`src/rtl/hazard_ctrl.sv`:
```
// Pipeline sequencing controller: load-use stalls, EX branch flushes and data-memory wait freezes with timeout flush.
// Controls are combinational from state and inputs (zero latency); a memory wait freezes PC..EX_MEM and bubbles MEM_WB.
module hazard_ctrl #(
  parameter int TIMEOUT_CYCLES = 16,
  parameter int CNT_W          = 32
) (
  input  logic             clk_i,
  input  logic             rst_i,
  input  logic [4:0]       ID_RSaddr_i,
  input  logic [4:0]       ID_RTaddr_i,
  input  logic             ID_RSuse_i,
  input  logic             ID_RTuse_i,
  input  logic             EX_MemRead_i,
  input  logic [4:0]       EX_RDaddr_i,
  input  logic             EX_BranchTaken_i,
  input  logic             MEM_MemAccess_i,
  input  logic             MEM_Ready_i,
  output logic             PC_write_o,
  output logic             IF_ID_write_o,
  output logic             IF_ID_flush_o,
  output logic             ID_EX_write_o,
  output logic             ID_EX_flush_o,
  output logic             EX_MEM_write_o,
  output logic             EX_MEM_flush_o,
  output logic             MEM_WB_bubble_o,
  output logic             bus_error_o,
  output logic [CNT_W-1:0] stall_cycles_o,
  output logic [CNT_W-1:0] flush_count_o,
  output logic [1:0]       state_o
);

  typedef enum logic [1:0] {
    RUN       = 2'b00,
    MEM_WAIT  = 2'b01,
    ERR_FLUSH = 2'b10
  } state_t;

  localparam logic [7:0]       WAIT_LAST = 8'(TIMEOUT_CYCLES - 1);
  localparam logic [CNT_W-1:0] CNT_ONE   = CNT_W'(1);

  state_t     state;
  state_t     state_nxt;
  logic [7:0] wait_cnt;
  logic [7:0] wait_cnt_nxt;

  logic in_err;
  logic freeze;
  logic rs_hit;
  logic rt_hit;
  logic lu;
  logic br_sel;
  logic lu_sel;

  assign in_err = (state == ERR_FLUSH);
  assign freeze = !in_err && MEM_MemAccess_i && !MEM_Ready_i;

  assign rs_hit = ID_RSuse_i && (EX_RDaddr_i == ID_RSaddr_i);
  assign rt_hit = ID_RTuse_i && (EX_RDaddr_i == ID_RTaddr_i);
  assign lu     = EX_MemRead_i && (EX_RDaddr_i != 5'd0) && (rs_hit || rt_hit);

  // Priority: error flush > memory freeze > branch flush > load-use bubble.
  assign br_sel = !in_err && !freeze && EX_BranchTaken_i;
  assign lu_sel = !in_err && !freeze && !EX_BranchTaken_i && lu;

  // State register
  always_ff @(posedge clk_i or posedge rst_i) begin
    if (rst_i) begin
      state    <= RUN;
      wait_cnt <= 8'd0;
    end else begin
      state    <= state_nxt;
      wait_cnt <= wait_cnt_nxt;
    end
  end

  // Next-state logic
  always_comb begin
    state_nxt    = state;
    wait_cnt_nxt = 8'd0;
    case (state)
      RUN: begin
        if (freeze) begin
          state_nxt    = MEM_WAIT;
          wait_cnt_nxt = 8'd1;
        end
      end
      MEM_WAIT: begin
        if (MEM_Ready_i || !MEM_MemAccess_i) begin
          state_nxt = RUN;
        end else if (wait_cnt == WAIT_LAST) begin
          state_nxt = ERR_FLUSH;
        end else begin
          wait_cnt_nxt = wait_cnt + 8'd1;
        end
      end
      ERR_FLUSH: state_nxt = RUN;
      default:   state_nxt = RUN;
    endcase
  end

  // Output logic; reset overrides everything so the pipeline holds NOPs while rst_i is high.
  always_comb begin
    PC_write_o      = 1'b1;
    IF_ID_write_o   = 1'b1;
    IF_ID_flush_o   = 1'b0;
    ID_EX_write_o   = 1'b1;
    ID_EX_flush_o   = 1'b0;
    EX_MEM_write_o  = 1'b1;
    EX_MEM_flush_o  = 1'b0;
    MEM_WB_bubble_o = 1'b0;
    bus_error_o     = 1'b0;
    if (rst_i) begin
      PC_write_o      = 1'b0;
      IF_ID_write_o   = 1'b0;
      ID_EX_write_o   = 1'b0;
      EX_MEM_write_o  = 1'b0;
      MEM_WB_bubble_o = 1'b1;
    end else if (in_err) begin
      PC_write_o      = 1'b0;
      IF_ID_flush_o   = 1'b1;
      ID_EX_flush_o   = 1'b1;
      EX_MEM_flush_o  = 1'b1;
      MEM_WB_bubble_o = 1'b1;
      bus_error_o     = 1'b1;
    end else if (freeze) begin
      PC_write_o      = 1'b0;
      IF_ID_write_o   = 1'b0;
      ID_EX_write_o   = 1'b0;
      EX_MEM_write_o  = 1'b0;
      MEM_WB_bubble_o = 1'b1;
    end else if (br_sel) begin
      IF_ID_flush_o = 1'b1;
      ID_EX_flush_o = 1'b1;
    end else if (lu_sel) begin
      PC_write_o    = 1'b0;
      IF_ID_write_o = 1'b0;
      ID_EX_flush_o = 1'b1;
    end
  end

  // Saturating performance counters; error flushes are not branch flushes.
  always_ff @(posedge clk_i or posedge rst_i) begin
    if (rst_i) begin
      stall_cycles_o <= '0;
      flush_count_o  <= '0;
    end else begin
      if ((freeze || lu_sel) && (stall_cycles_o != '1)) begin
        stall_cycles_o <= stall_cycles_o + CNT_ONE;
      end
      if (br_sel && (flush_count_o != '1)) begin
        flush_count_o <= flush_count_o + CNT_ONE;
      end
    end
  end

  assign state_o = state;

endmodule

```
`config.mk`:
```
export PLATFORM = sky130hd
export DESIGN_NAME = hazard_ctrl
export DESIGN_NICKNAME = d
export VERILOG_FILES = /design/src/rtl/hazard_ctrl.sv
export SDC_FILE = /design/constraint.sdc
export NUM_CORES = 1
export LEC_CHECK = 0
export BUFFER_PORTS_ARGS = -buffer_cell sky130_fd_sc_hd__buf_2
export CORE_MARGIN = 10
export CORE_UTILIZATION = 35
export CTS_CLUSTER_SIZE = 40
export DETAILED_ROUTE_END_ITERATION = 7
export PLACE_DENSITY = 0.65
export SLEW_MARGIN = 20
export SYNTH_ARGS = -nofsm -noshare
export SYNTH_HDL_FRONTEND = slang
export SYNTH_SLANG_ARGS = --single-unit
```
`constraint.sdc`:
```
create_clock -name clk_i -period 3.88 [get_ports clk_i]
set_input_delay 0 -clock clk_i [delete_from_list [all_inputs] [get_ports clk_i]]
set_output_delay 0 -clock clk_i [all_outputs]
set_load 0.01 [all_outputs]
```
==> impl_summary.log <==
INFO  metric netSwitchingPower = between 0.0005 and 0.0006 W
INFO  metric worst_hold_path_type = input pin to flip-flop
INFO  metric numPlacedInstances = a little under 600
INFO  metric die_y = about 120 um
INFO  metric die_width = approximately 120 um
INFO  metric crit_arrival = 2830 ps
INFO  metric drt_wl_total = roughly 9700 um
INFO  metric path_cells = nand4_1, nor4_1, and4_1, nor2_1, mux2_2
INFO  metric clockPowerShare = between 30% and 40%
INFO  metric netlist-cell-type-count = 37
INFO  metric synthToLayoutAreaGrowth = 22.5%
INFO  metric cts_root_buffer = sky130_fd_sc_hd__clkbuf_8
INFO  metric timing.critical_path.from_type = flip-flop
INFO  metric clkSlewWorstSetupHoldPaths = about 80 ps
INFO  metric number_of_nets_in_the_layout = approximately 490
INFO  metric run_status = completed
INFO  metric grt_use_met1 = between 10% and 20%
INFO  metric post-route-min-period = ~2600 ps
INFO  metric reg2reg_to = stall_cycles_o[1]
INFO  metric synth.yosys.seq_area_share = just under 50%
INFO  metric hold_start = EX_BranchTaken_i
INFO  metric htree_num_levels = 3
INFO  metric cts-buffers-inserted = 9
INFO  metric busiest_layer = met2
INFO  metric drt_pass1_iterations = 4
INFO  metric slew_violations = 0
INFO  metric post-dp-hpwl = 7430 um
INFO  metric ios = 98
INFO  metric post-cts-setup-buffers = 0
INFO  metric timing.setup.critical_path_class = flip-flop to flip-flop
INFO  metric worst_slew_margin_rel = approximately 48%
INFO  metric report.final.hold_viol_count = 0
INFO  metric timing.clock.skew = between 10 and 15 ps
INFO  metric antennaDiodeCount = 0
INFO  metric setup-tns-final = 0 ps
INFO  metric sink_count_of_the_clock_tree = 74
INFO  metric ys.warnings.count = 0
INFO  metric postPlaceCellArea = 0.00437 sq mm
INFO  metric clkLatencyLatePin = around 340 ps
INFO  metric grt_antenna_before_repair = 0
INFO  metric grt_use_met2 = between 20% and 30%
INFO  metric final_antenna_net_count = 0
INFO  metric p_per_area = ~410 mW/mm^2
INFO  metric gr-usage-met3 = about 2.5%
INFO  metric cellLeakagePower = approximately 2.4 nW
INFO  metric cp-startpoint = stall_cycles_o[3]
INFO  metric avgViaCountPerCell = slightly above 5
INFO  metric wl_cell = ~16 um
INFO  metric fmax = approximately 0.38 GHz
INFO  metric peakVddDrop = approximately 210 uV
INFO  metric die_area = approximately 0.015 sq mm
INFO  metric placement_rows = 37
INFO  metric drt-initial-drc-count = between 150 and 200
INFO  metric maxCapViolations = 0
INFO  metric num_vias = about 3000
INFO  metric grt_usage = 12.5%
INFO  metric critical-path-slowest-cell = sky130_fd_sc_hd__and4_1
INFO  metric synthesized_net_count = between 300 and 400
INFO  metric sw_frac_of_total = a little over a quarter
INFO  metric maximum_number_of_pins_on_one_net_before_global_route_repair = 40
INFO  metric syn-cell-area = about 0.0038 sq mm
INFO  metric worst_pin_slew = 785 ps
INFO  metric weighted_congestion_at_the_end_of_routability_driven_global_placement = 0.823
INFO  metric stdcell_area = around 0.0046 sq mm
INFO  metric remaining_drc_errors = 0
INFO  metric floorplan.core_area = approximately 0.010 sq mm
INFO  metric final_layout_size_suffix_gt1_share = 27.0%
INFO  metric cp_data_required_time = just over 4000 ps
INFO  metric synth_seq_cells = between 70 and 80
INFO  metric initial_core_util = around 36%
INFO  metric clock_tree.buffer_depth = 2
INFO  metric grt_first_pass_wirelength = roughly 15000 um
INFO  metric cts_tree = done
INFO  metric synthCells = 361
INFO  metric worst_path_largest_cell_delay = around 810 ps
INFO  metric post_layout_nonfiller_instances = about 600
INFO  metric end_kind = flip-flop
INFO  metric p_seq_share = between 40% and 50%
INFO  metric internal_power = 0.00140 W
INFO  metric power_frac_comb = ~15%
INFO  metric grt_overflow = 0
INFO  metric worstReg2RegStart = stall_cycles_o[3]
INFO  metric setup_violations = 0
INFO  metric critPathMaxFanout = 21
INFO  metric grt_setup_unrepaired = false
INFO  metric timing.hold.worst_endpoint = flush_count_o[0]
INFO  metric ff2ff_path_depth = 5
INFO  metric finalCritPeriodShare = around two thirds
INFO  metric fin_total_pwr = about 0.0019 W
INFO  metric number_of_global_route_vias_before_repair = 3056
INFO  metric port-buffer-count = 97
INFO  metric hold_crit_depth = 4
INFO  metric rrSetupSlack = between 1000 and 1500 ps
INFO  metric syn_area_per_cell = approximately 10 sq um
==> cell families (layout without fill, tap and decap cells) <==
group | count (synthesis) | after routing | share of synthesized area [%]
flops | 74 | 74 | 49.0
buf+inv | 14 | 119 | 2.22
simple gates | 176 | 176 | 26.1
xor+xnor | 78 | 78 | 18.1
compound gates | 14 | 14 | 2.92
mux | 2 | 2 | 0.596
fa+ha+maj | 3 | 3 | 0.994
==> flip-flops by register name (all words and copies together) (netlist names) <==
name            cells
flush_count_o      32
stall_cycles_o     32
state_o             2
wait_cnt            8
==> power by group through the flow <==
stage	sequential (W)	clock [W]	combinational (W)
finish	0.000916	0.000720	0.000282
global route	0.000933	0.000771	0.000315
CTS	0.000917	0.000742	0.000291
detailed placement	0.000932	0	0.000289
global placement	0.000924	0	0.000287
floorplan	0.000947	0	0.000139
==> repair_timing <==
item                                   in CTS  in global routing
hold buffers                                1                  0
endpoints found under the hold margin      35                  0
gates resized for setup                     0                  0
==> area by class of cell <==
cell class / count / area (sq um)
multi-input cells: 273 / 1840
repair buffers: 99 / 503
inverters: 5 / 18.8
well taps: 136 / 170
clock buffers: 10 / 138
clock inverters: 5 / 103
fillers: 1034 / 5790
flip-flops and latches: 74 / 1850
==> worst max-delay path by stage <==
| stage | end |
|---|---|
| 2_1_floorplan | PC_write_o |
| 3_3_place_gp | stall_cycles_o[1] |
| 3_5_place_dp | stall_cycles_o[1] |
| 4_1_cts | stall_cycles_o[1] |
| 5_1_grt | stall_cycles_o[1] |
| 6_report | stall_cycles_o[1] |
==> metal layers <==
metal / vias up / part of all wire, %
met1: 1472 / 43
met5: - / 0
li1: 1468 / -
met4: 0 / 2.2
met3: 16 / 5.4
met2: 80 / 49
==> metrics by stage <==
step	hold slack [ps]	utilization (%)	setup WS (ps)
after floorplan	44.1	-	1590
after global placement	225	42.0	1450
after detailed placement	243	42.0	1340
after CTS	228	44.4	1320
after global routing	271	44.4	1130
final	242	44.4	1280
==> synthesized netlist by cell type <==
cell type,count,share of area [%]
sky130_fd_sc_hd__a21boi_0,1,0.20
sky130_fd_sc_hd__mux2_2,2,0.60
sky130_fd_sc_hd__buf_6,2,0.60
sky130_fd_sc_hd__nand4_1,18,3.0
sky130_fd_sc_hd__and2_1,3,0.50
sky130_fd_sc_hd__nor4b_4,1,0.63
sky130_fd_sc_hd__nand2b_1,4,0.66
sky130_fd_sc_hd__and3_1,19,3.1
sky130_fd_sc_hd__nor2b_1,2,0.33
sky130_fd_sc_hd__a211o_1,1,0.23
sky130_fd_sc_hd__nor4b_1,3,0.70
sky130_fd_sc_hd__nand3_1,26,3.4
sky130_fd_sc_hd__o21ai_0,3,0.40
sky130_fd_sc_hd__nor3_1,13,1.7
sky130_fd_sc_hd__xor2_1,46,11
sky130_fd_sc_hd__xnor2_1,32,7.4
sky130_fd_sc_hd__or2_2,1,0.17
sky130_fd_sc_hd__or4_1,2,0.40
sky130_fd_sc_hd__nor2_1,28,2.8
sky130_fd_sc_hd__buf_4,3,0.60
sky130_fd_sc_hd__nand2_4,1,0.30
sky130_fd_sc_hd__o2111ai_1,1,0.23
sky130_fd_sc_hd__o221ai_1,1,0.23
sky130_fd_sc_hd__ha_1,3,0.99
sky130_fd_sc_hd__a21oi_4,2,0.86
sky130_fd_sc_hd__nor3b_1,1,0.20
sky130_fd_sc_hd__nand2_1,30,3.0
sky130_fd_sc_hd__dfrtp_1,74,49
sky130_fd_sc_hd__a21oi_1,3,0.40
sky130_fd_sc_hd__o22ai_1,1,0.17
sky130_fd_sc_hd__inv_1,5,0.50
sky130_fd_sc_hd__nor4_1,11,1.8
sky130_fd_sc_hd__nor3_2,2,0.53
sky130_fd_sc_hd__buf_2,4,0.53
sky130_fd_sc_hd__o31ai_1,1,0.20
sky130_fd_sc_hd__and4_1,8,1.9
sky130_fd_sc_hd__nor4_2,3,0.99
==> critical path: cells and delay by family, from the launching register on <==
kind,cells,cell delay (ps)
flops,1,460
mux,1,310
simple gates,4,1720
==> cell usage in the layout, fill, tap and decap left out, types with 8 or more instances in the layout <==
cell type,n
sky130_fd_sc_hd__and3_1,19
sky130_fd_sc_hd__and4_1,8
sky130_fd_sc_hd__buf_2,97
sky130_fd_sc_hd__clkbuf_8,10
sky130_fd_sc_hd__dfrtp_1,74
sky130_fd_sc_hd__nand2_1,30
sky130_fd_sc_hd__nand3_1,26
sky130_fd_sc_hd__nand4_1,18
sky130_fd_sc_hd__nor2_1,28
sky130_fd_sc_hd__nor3_1,13
sky130_fd_sc_hd__nor4_1,11
sky130_fd_sc_hd__xnor2_1,32
sky130_fd_sc_hd__xor2_1,46
Power figures use the tool's default switching activity.
